<file path="src/rtl/fetch_unit_pkg.sv">
// Shared types and constants for the instruction fetch stage.
package fetch_unit_pkg;

  localparam int          XLEN     = 32;
  localparam logic [31:0] INST_NOP = 32'h0000_0013;

  typedef enum logic [1:0] {
    FF_NONE       = 2'd0,
    FF_MISALIGNED = 2'd1,
    FF_RANGE      = 2'd2
  } fetch_fault_t;

  typedef enum logic {
    ST_RUN  = 1'b0,
    ST_HALT = 1'b1
  } fetch_state_t;

  typedef struct packed {
    logic [XLEN-1:0] pc;
    logic [XLEN-1:0] inst;
    fetch_fault_t    fault;
  } fetch_entry_t;

  // last_word is the highest legal word address, widened by one bit so the compare cannot wrap
  function automatic fetch_fault_t classify_fault(input logic [XLEN-1:0] pc,
                                                  input logic [XLEN:0]   last_word);
    fetch_fault_t f;
    if (pc[1:0] != 2'b00) begin
      f = FF_MISALIGNED;
    end else if ({1'b0, pc} > last_word) begin
      f = FF_RANGE;
    end else begin
      f = FF_NONE;
    end
    return f;
  endfunction

endpackage

</file>
<file path="src/rtl/fetch_unit_if.sv">
// ROM port plus decode-side valid/ready handshake of the fetch stage.
interface fetch_unit_if;
  import fetch_unit_pkg::*;

  logic [XLEN-1:0] o_rom_addr;
  logic [XLEN-1:0] i_rom_rdata;
  logic            i_redirect;
  logic [XLEN-1:0] i_redirect_pc;
  logic            o_valid;
  logic            i_ready;
  logic [XLEN-1:0] o_pc;
  logic [XLEN-1:0] o_inst;
  fetch_fault_t    o_fault;

  modport master (
    output o_rom_addr,
    input  i_rom_rdata,
    input  i_redirect,
    input  i_redirect_pc,
    output o_valid,
    input  i_ready,
    output o_pc,
    output o_inst,
    output o_fault
  );

  modport slave (
    input  o_rom_addr,
    output i_rom_rdata,
    output i_redirect,
    output i_redirect_pc,
    input  o_valid,
    output i_ready,
    input  o_pc,
    input  o_inst,
    input  o_fault
  );

endinterface

</file>
<file path="src/rtl/fetch_unit_queue.sv">
// Small synchronous FIFO of fetch entries with flush; head reads as zero when empty.
module fetch_queue
  import fetch_unit_pkg::*;
#(
  parameter int DEPTH = 2
) (
  input  logic         i_clk,
  input  logic         i_rst_n,
  input  logic         flush,
  input  logic         push,
  input  logic         pop,
  input  fetch_entry_t wr_entry,
  output fetch_entry_t head,
  output logic         full,
  output logic         empty
);

  localparam int AW = $clog2(DEPTH);

  fetch_entry_t  mem_r [DEPTH];
  logic [AW:0]   wr_ptr_r;
  logic [AW:0]   rd_ptr_r;
  logic          do_push_s;
  logic          do_pop_s;

  // Extra pointer bit distinguishes full from empty when the indices match
  assign empty = (wr_ptr_r == rd_ptr_r);
  assign full  = (wr_ptr_r[AW-1:0] == rd_ptr_r[AW-1:0]) && (wr_ptr_r[AW] != rd_ptr_r[AW]);

  // Qualify push/pop; flush discards both
  always_comb begin
    do_pop_s  = pop & ~empty & ~flush;
    do_push_s = push & ~flush & (~full | do_pop_s);
  end

  // Read/write pointers, wrapping by natural overflow
  always_ff @(posedge i_clk or negedge i_rst_n) begin
    if (!i_rst_n) begin
      wr_ptr_r <= '0;
      rd_ptr_r <= '0;
    end else if (flush) begin
      wr_ptr_r <= '0;
      rd_ptr_r <= '0;
    end else begin
      if (do_push_s) wr_ptr_r <= wr_ptr_r + 1'b1;
      if (do_pop_s)  rd_ptr_r <= rd_ptr_r + 1'b1;
    end
  end

  // Entry storage
  always_ff @(posedge i_clk or negedge i_rst_n) begin
    if (!i_rst_n) begin
      for (int i = 0; i < DEPTH; i++) mem_r[i] <= '0;
    end else if (do_push_s) begin
      mem_r[wr_ptr_r[AW-1:0]] <= wr_entry;
    end
  end

  // Head view, forced to zero so an empty queue presents a clean bus
  always_comb begin
    if (empty) begin
      head = '0;
    end else begin
      head = mem_r[rd_ptr_r[AW-1:0]];
    end
  end

endmodule

</file>
<file path="src/rtl/fetch_unit.sv">
// Instruction fetch stage: owns the PC, classifies fetch faults and queues
// {pc, inst, fault} entries for decode; redirects flush the queue.
module fetch_unit
  import fetch_unit_pkg::*;
#(
  parameter logic [XLEN-1:0] RESET_PC    = 32'h0000_0000,
  parameter int              MEM_SIZE    = 4096,
  parameter int              QUEUE_DEPTH = 2
) (
  input  logic          i_clk,
  input  logic          i_rst_n,
  fetch_unit_if.master  bus
);

  localparam logic [XLEN:0] LAST_WORD = (XLEN+1)'(MEM_SIZE) - 33'd4;

  fetch_state_t    state_r;
  fetch_state_t    state_next_s;
  logic [XLEN-1:0] pc_r;
  logic [XLEN-1:0] pc_next_s;
  fetch_fault_t    fault_s;
  fetch_entry_t    entry_s;
  fetch_entry_t    head_s;
  logic            push_s;
  logic            pop_s;
  logic            full_s;
  logic            empty_s;

  // Build the entry for the current PC; faulting fetches never expose ROM data
  always_comb begin
    fault_s       = classify_fault(pc_r, LAST_WORD);
    entry_s.pc    = pc_r;
    entry_s.fault = fault_s;
    if (fault_s == FF_NONE) begin
      entry_s.inst = bus.i_rom_rdata;
    end else begin
      entry_s.inst = INST_NOP;
    end
  end

  assign pop_s = ~empty_s & bus.i_ready;

  // FSM state register
  always_ff @(posedge i_clk or negedge i_rst_n) begin
    if (!i_rst_n) begin
      state_r <= ST_RUN;
    end else begin
      state_r <= state_next_s;
    end
  end

  // FSM next state: a faulting push halts, any redirect resumes
  always_comb begin
    state_next_s = state_r;
    case (state_r)
      ST_RUN: begin
        if (bus.i_redirect) begin
          state_next_s = ST_RUN;
        end else if (push_s && (fault_s != FF_NONE)) begin
          state_next_s = ST_HALT;
        end else begin
          state_next_s = ST_RUN;
        end
      end
      ST_HALT: begin
        if (bus.i_redirect) begin
          state_next_s = ST_RUN;
        end else begin
          state_next_s = ST_HALT;
        end
      end
      default: state_next_s = ST_RUN;
    endcase
  end

  // FSM outputs: push qualification and next PC, redirect first
  always_comb begin
    push_s    = (state_r == ST_RUN) & ~bus.i_redirect & (~full_s | pop_s);
    pc_next_s = pc_r;
    if (bus.i_redirect) begin
      pc_next_s = bus.i_redirect_pc;
    end else if (push_s && (fault_s == FF_NONE)) begin
      pc_next_s = pc_r + 32'd4;
    end else begin
      pc_next_s = pc_r;
    end
  end

  // Program counter
  always_ff @(posedge i_clk or negedge i_rst_n) begin
    if (!i_rst_n) begin
      pc_r <= RESET_PC;
    end else begin
      pc_r <= pc_next_s;
    end
  end

  fetch_queue #(
    .DEPTH (QUEUE_DEPTH)
  ) u_queue (
    .i_clk    (i_clk),
    .i_rst_n  (i_rst_n),
    .flush    (bus.i_redirect),
    .push     (push_s),
    .pop      (pop_s),
    .wr_entry (entry_s),
    .head     (head_s),
    .full     (full_s),
    .empty    (empty_s)
  );

  assign bus.o_rom_addr = pc_r;
  assign bus.o_valid    = ~empty_s;
  assign bus.o_pc       = head_s.pc;
  assign bus.o_inst     = head_s.inst;
  assign bus.o_fault    = head_s.fault;

endmodule

</file>
<file path="src/flat_wrapper.sv">
// flat-port wrapper written by rule: the top's interface ports become plain ports
module fetch_unit_flat import fetch_unit_pkg::*;
#(
  parameter logic [XLEN-1:0] RESET_PC    = 32'h0000_0000,
  parameter int              MEM_SIZE    = 4096,
  parameter int              QUEUE_DEPTH = 2
)
  (i_clk, i_rst_n, bus_o_rom_addr, bus_i_rom_rdata, bus_i_redirect, bus_i_redirect_pc, bus_o_valid, bus_i_ready, bus_o_pc, bus_o_inst, bus_o_fault);
  fetch_unit_if bus_i ();
  input  logic i_clk;
  input  logic i_rst_n;
  output wire logic [$bits(bus_i.o_rom_addr)-1:0] bus_o_rom_addr;
  input wire logic [$bits(bus_i.i_rom_rdata)-1:0] bus_i_rom_rdata;
  input wire logic [$bits(bus_i.i_redirect)-1:0] bus_i_redirect;
  input wire logic [$bits(bus_i.i_redirect_pc)-1:0] bus_i_redirect_pc;
  output wire logic [$bits(bus_i.o_valid)-1:0] bus_o_valid;
  input wire logic [$bits(bus_i.i_ready)-1:0] bus_i_ready;
  output wire logic [$bits(bus_i.o_pc)-1:0] bus_o_pc;
  output wire logic [$bits(bus_i.o_inst)-1:0] bus_o_inst;
  output wire logic [$bits(bus_i.o_fault)-1:0] bus_o_fault;
  assign bus_o_rom_addr = bus_i.o_rom_addr;
  assign bus_i.i_rom_rdata = bus_i_rom_rdata;
  assign bus_i.i_redirect = bus_i_redirect;
  assign bus_i.i_redirect_pc = bus_i_redirect_pc;
  assign bus_o_valid = bus_i.o_valid;
  assign bus_i.i_ready = bus_i_ready;
  assign bus_o_pc = bus_i.o_pc;
  assign bus_o_inst = bus_i.o_inst;
  assign bus_o_fault = bus_i.o_fault;
  fetch_unit #(.RESET_PC(RESET_PC), .MEM_SIZE(MEM_SIZE), .QUEUE_DEPTH(QUEUE_DEPTH)) u_core (.i_clk(i_clk), .i_rst_n(i_rst_n), .bus(bus_i));
endmodule
</file>
<file path="config.mk">
export PLATFORM = sky130hd
export DESIGN_NAME = fetch_unit_flat
export DESIGN_NICKNAME = d
export VERILOG_FILES = /design/src/rtl/fetch_unit_pkg.sv /design/src/rtl/fetch_unit_if.sv /design/src/rtl/fetch_unit_queue.sv /design/src/rtl/fetch_unit.sv /design/src/flat_wrapper.sv
export SDC_FILE = /design/constraint.sdc
export NUM_CORES = 1
export LEC_CHECK = 0
export BUFFER_PORTS_ARGS = -buffer_cell sky130_fd_sc_hd__buf_2
export CAP_MARGIN = 30
export CELL_PAD_IN_SITES_DETAIL_PLACEMENT = 0
export CELL_PAD_IN_SITES_GLOBAL_PLACEMENT = 1
export CORE_AREA = 3 3 143 145
export CTS_BUF_LIST = sky130_fd_sc_hd__clkbuf_4 sky130_fd_sc_hd__clkbuf_8
export CTS_CLUSTER_SIZE = 16
export DETAILED_ROUTE_END_ITERATION = 12
export DIE_AREA = 0 0 146 148
export PLACE_DENSITY = 0.87
export REMOVE_ABC_BUFFERS = 1
export SKIP_CTS_REPAIR_TIMING = 1
export SYNTH_ARGS = -nofsm -noshare
export SYNTH_HDL_FRONTEND = slang
export SYNTH_SLANG_ARGS = --single-unit
</file>
<file path="constraint.sdc">
create_clock -name i_clk -period 2.9 [get_ports i_clk]
set_clock_uncertainty 0.2 [all_clocks]
set_input_delay 0.725 -clock i_clk [delete_from_list [all_inputs] [get_ports i_clk]]
set_output_delay 0.725 -clock i_clk [all_outputs]
set_load 0.05 [all_outputs]
</file>
==> metrics.cfg <==
[cells_and_area]
fin_cells = 1129
finalNetCount = 921
areaGrowthSynthToFinish_pct = 19.8
final_area_mm2 = 0.00942
antenna_cells = 0
final_util_pct = 48.7
drive_gt1_share_pct = 37.2

[die]
die_h_um = 148
die_x_um = 146
io_pins = 167
core_area_mm2 = 0.0193
dieArea_mm2 = 0.0216
rows = 51
initial_core_util_pct = 40.7

[worst_setup_path]
path_max_fanout = 26
endpoint_kind = primary output
cp-start-kind = flop
required_ns = 1.98
cp.arrival_ns = 1.89
setup.worst_path.class = reg2out

[pwr]
leakagePower_uw = 0.00423
power_density_mw_per_mm2 = 931
peakVddDrop_mv = 0.558

[placement]
dpl.hpwl_mm = 12.0
dpl.cell_count = 1096
dpl_cell_area_mm2 = 0.00886
io_buffers = 166
place.gp.congestion = 0.772

[clock_network]
clock_path_buffers = 2
cts.sinks = 169
insertion_delay_ns = 0.45
cts-buffers-inserted = 17
cts_tree = done
ctsHtreeMaxLevel = 4
clk_pin_slew_ns = 0.09
cts_root_buf = clkbuf_8

[routing]
ant_nets = 0
drc = 0
num_vias = 5473
drt-total-wl_mm = 17.7
wire_per_inst_um = 15.7
dr.pass1.iters = 6
vias_per_cell = 4.85
drt_iter0_markers = 211

[timing]
fmax_mhz = 355
hold_viol_final = 0
rsz0062_at_grt = true
finalSetupTns_ns = 0
drv_slew = 0
max_slew_margin_pct = 59.4
finalSetupViolCount = 0
worst_slew_pin_slew_ns = 0.609
min_period_ns = 2.81
holdWs_ns = 0.0587
min_period_over_period_pct = 97.1

[global_route]
grt_max_degree = 64
grt_overflow = 0
antenna_found_initial = 1
grt_pass1_vias = 5457
grtUsageTotal_pct = 16.6
grt_pass1_wl_mm = 29.0

[synth]
yosys.area.top_type = dfrtp_1
yosysWarnings = 0
ys_ff_latch = 169
syn_avg_cell_area_um2 = 10.9
synth_top_area_share_pct = 53.7
yosysSeqAreaShare_pct = 53.7
synth_area_leaders = dfrtp_1 (54%), mux2_2 (12%), mux2i_1 (8.5%)
netlist_instances = 722
synth_area_mm2 = 0.00787
synth_cell_types = 37

[run_status]
status = finished, final reports clean

[hold_path]
hold_class = in2async

[flow_run]
cap_violations = 0

layout make-up:
type | instances | area, um^2
fillers | 1829 | 9910
repair buffers | 189 | 1180
well taps | 265 | 332
multi-input cells | 471 | 3210
clock inverters | 9 | 163
inverters | 4 | 15.0
clock buffers | 22 | 297
flip-flops and latches | 169 | 4230
cell usage after synthesis, drive strengths merged:
cell type	number
and3	1
or4b	2
o21ai	76
dfrtp	169
clkbuf	25
a21oi	3
mux2i	67
nor4	8
or3	6
inv	4
nand3	6
o31ai	1
nand2	106
and4	1
xnor2	5
nor4b	1
nand4	1
buf	53
a31oi	4
or2	1
and3b	1
mux2	87
nor2	82
xor2	7
and2	1
ha	1
nor2b	1
a41oi	1
nor3	1
stage by stage:
stage          setup WS [ns]  power [uW]
2_1_floorplan          -3.22        5810
3_3_place_gp           0.404        6690
3_5_place_dp           0.326        6760
4_1_cts              -0.0771        8670
5_1_grt             -0.00968        9260
6_report              0.0854        8770
registers in the layout (all words and copies together), names as in the netlist:
signal and cells:
u_core.state_r 1, u_core.u_queue.wr_ptr_r 2, u_core.u_queue.mem_r 132, u_core.u_queue.rd_ptr_r 2
u_core.bus.o_rom_addr 32
cells by family (layout without fill, tap and decap cells):
kind of cell	Yosys count	in the layout	synth area share, %
AND/OR/NAND/NOR	219	219	12.4
flip-flops	169	169	53.7
multiplexers	154	154	21.0
AO/OA/AOI/OAI	85	85	5.61
buffers and inverters	82	224	5.77
XOR/XNOR	12	12	1.34
adder cells (fa/ha/maj)	1	1	0.159
path summary, 6_finish.rpt:
path                                                             start                                    end  slack [ns]  cells past startpoint
worst min-delay path                                           i_rst_n  u_core.bus.o_rom_addr[21]$_DFFE_PN0P_        0.06                      1
min in group i_clk                u_core.u_queue.mem_r[76]$_DFFE_PN0P_   u_core.u_queue.mem_r[76]$_DFFE_PN0P_        0.28                      2
worst max-delay path            u_core.u_queue.rd_ptr_r[0]$_DFFE_PN0P_                         bus_o_fault[1]        0.09                      5
worst min register to register    u_core.u_queue.mem_r[76]$_DFFE_PN0P_   u_core.u_queue.mem_r[76]$_DFFE_PN0P_        0.28                      2
max in group asynchronous                                      i_rst_n  u_core.bus.o_rom_addr[27]$_DFFE_PN0P_        1.74                      2
worst max register to register   u_core.bus.o_rom_addr[18]$_DFFE_PN0P_   u_core.bus.o_rom_addr[9]$_DFFE_PN0P_        0.41                      5
layout by cell type, fill, tap and decap left out, types with 2 or more instances in the layout:
cell type	count
a21oi_1	3
a31oi_1	4
buf_12	7
buf_2	145
buf_4	18
buf_6	5
bufinv_16	4
clkbuf_4	14
clkbuf_8	21
clkinv_4	3
dfrtp_1	168
inv_1	4
mux2_1	2
mux2_2	85
mux2i_1	67
nand2_1	106
nand3_1	4
nor2_1	80
nor2_2	2
nor4_1	3
nor4_2	3
nor4_4	2
o21ai_0	76
or3_1	5
xnor2_1	4
xor2_1	7
per-layer routing:
metal | up-vias | track usage [%] | share of wire, %
li1 | 2678 | - | -
met1 | 2650 | 22.3 | 45
met2 | 131 | 26.3 | 47
met3 | 12 | 5.76 | 6.1
met4 | 2 | 3.76 | 0.87
met5 | - | 0 | 0.073
report_power, final:
| part | switching (uW) | internal (uW) | total, uW | leakage, uW |
|---|---|---|---|---|
| Sequential | 327 | 2880 | 3200 | 0.00212 |
| Combinational | 2430 | 1240 | 3670 | 0.00188 |
| Clock | 851 | 1040 | 1890 | 0.000229 |
worst max-delay path: stages (launching register included):
cell	delay, ns
dfrtp_4	0.53
xnor2_1	0.14
and2_4	0.18
buf_12	0.17
nor2_1	0.19
buf_4	0.24
Power figures use the tool's default switching activity.
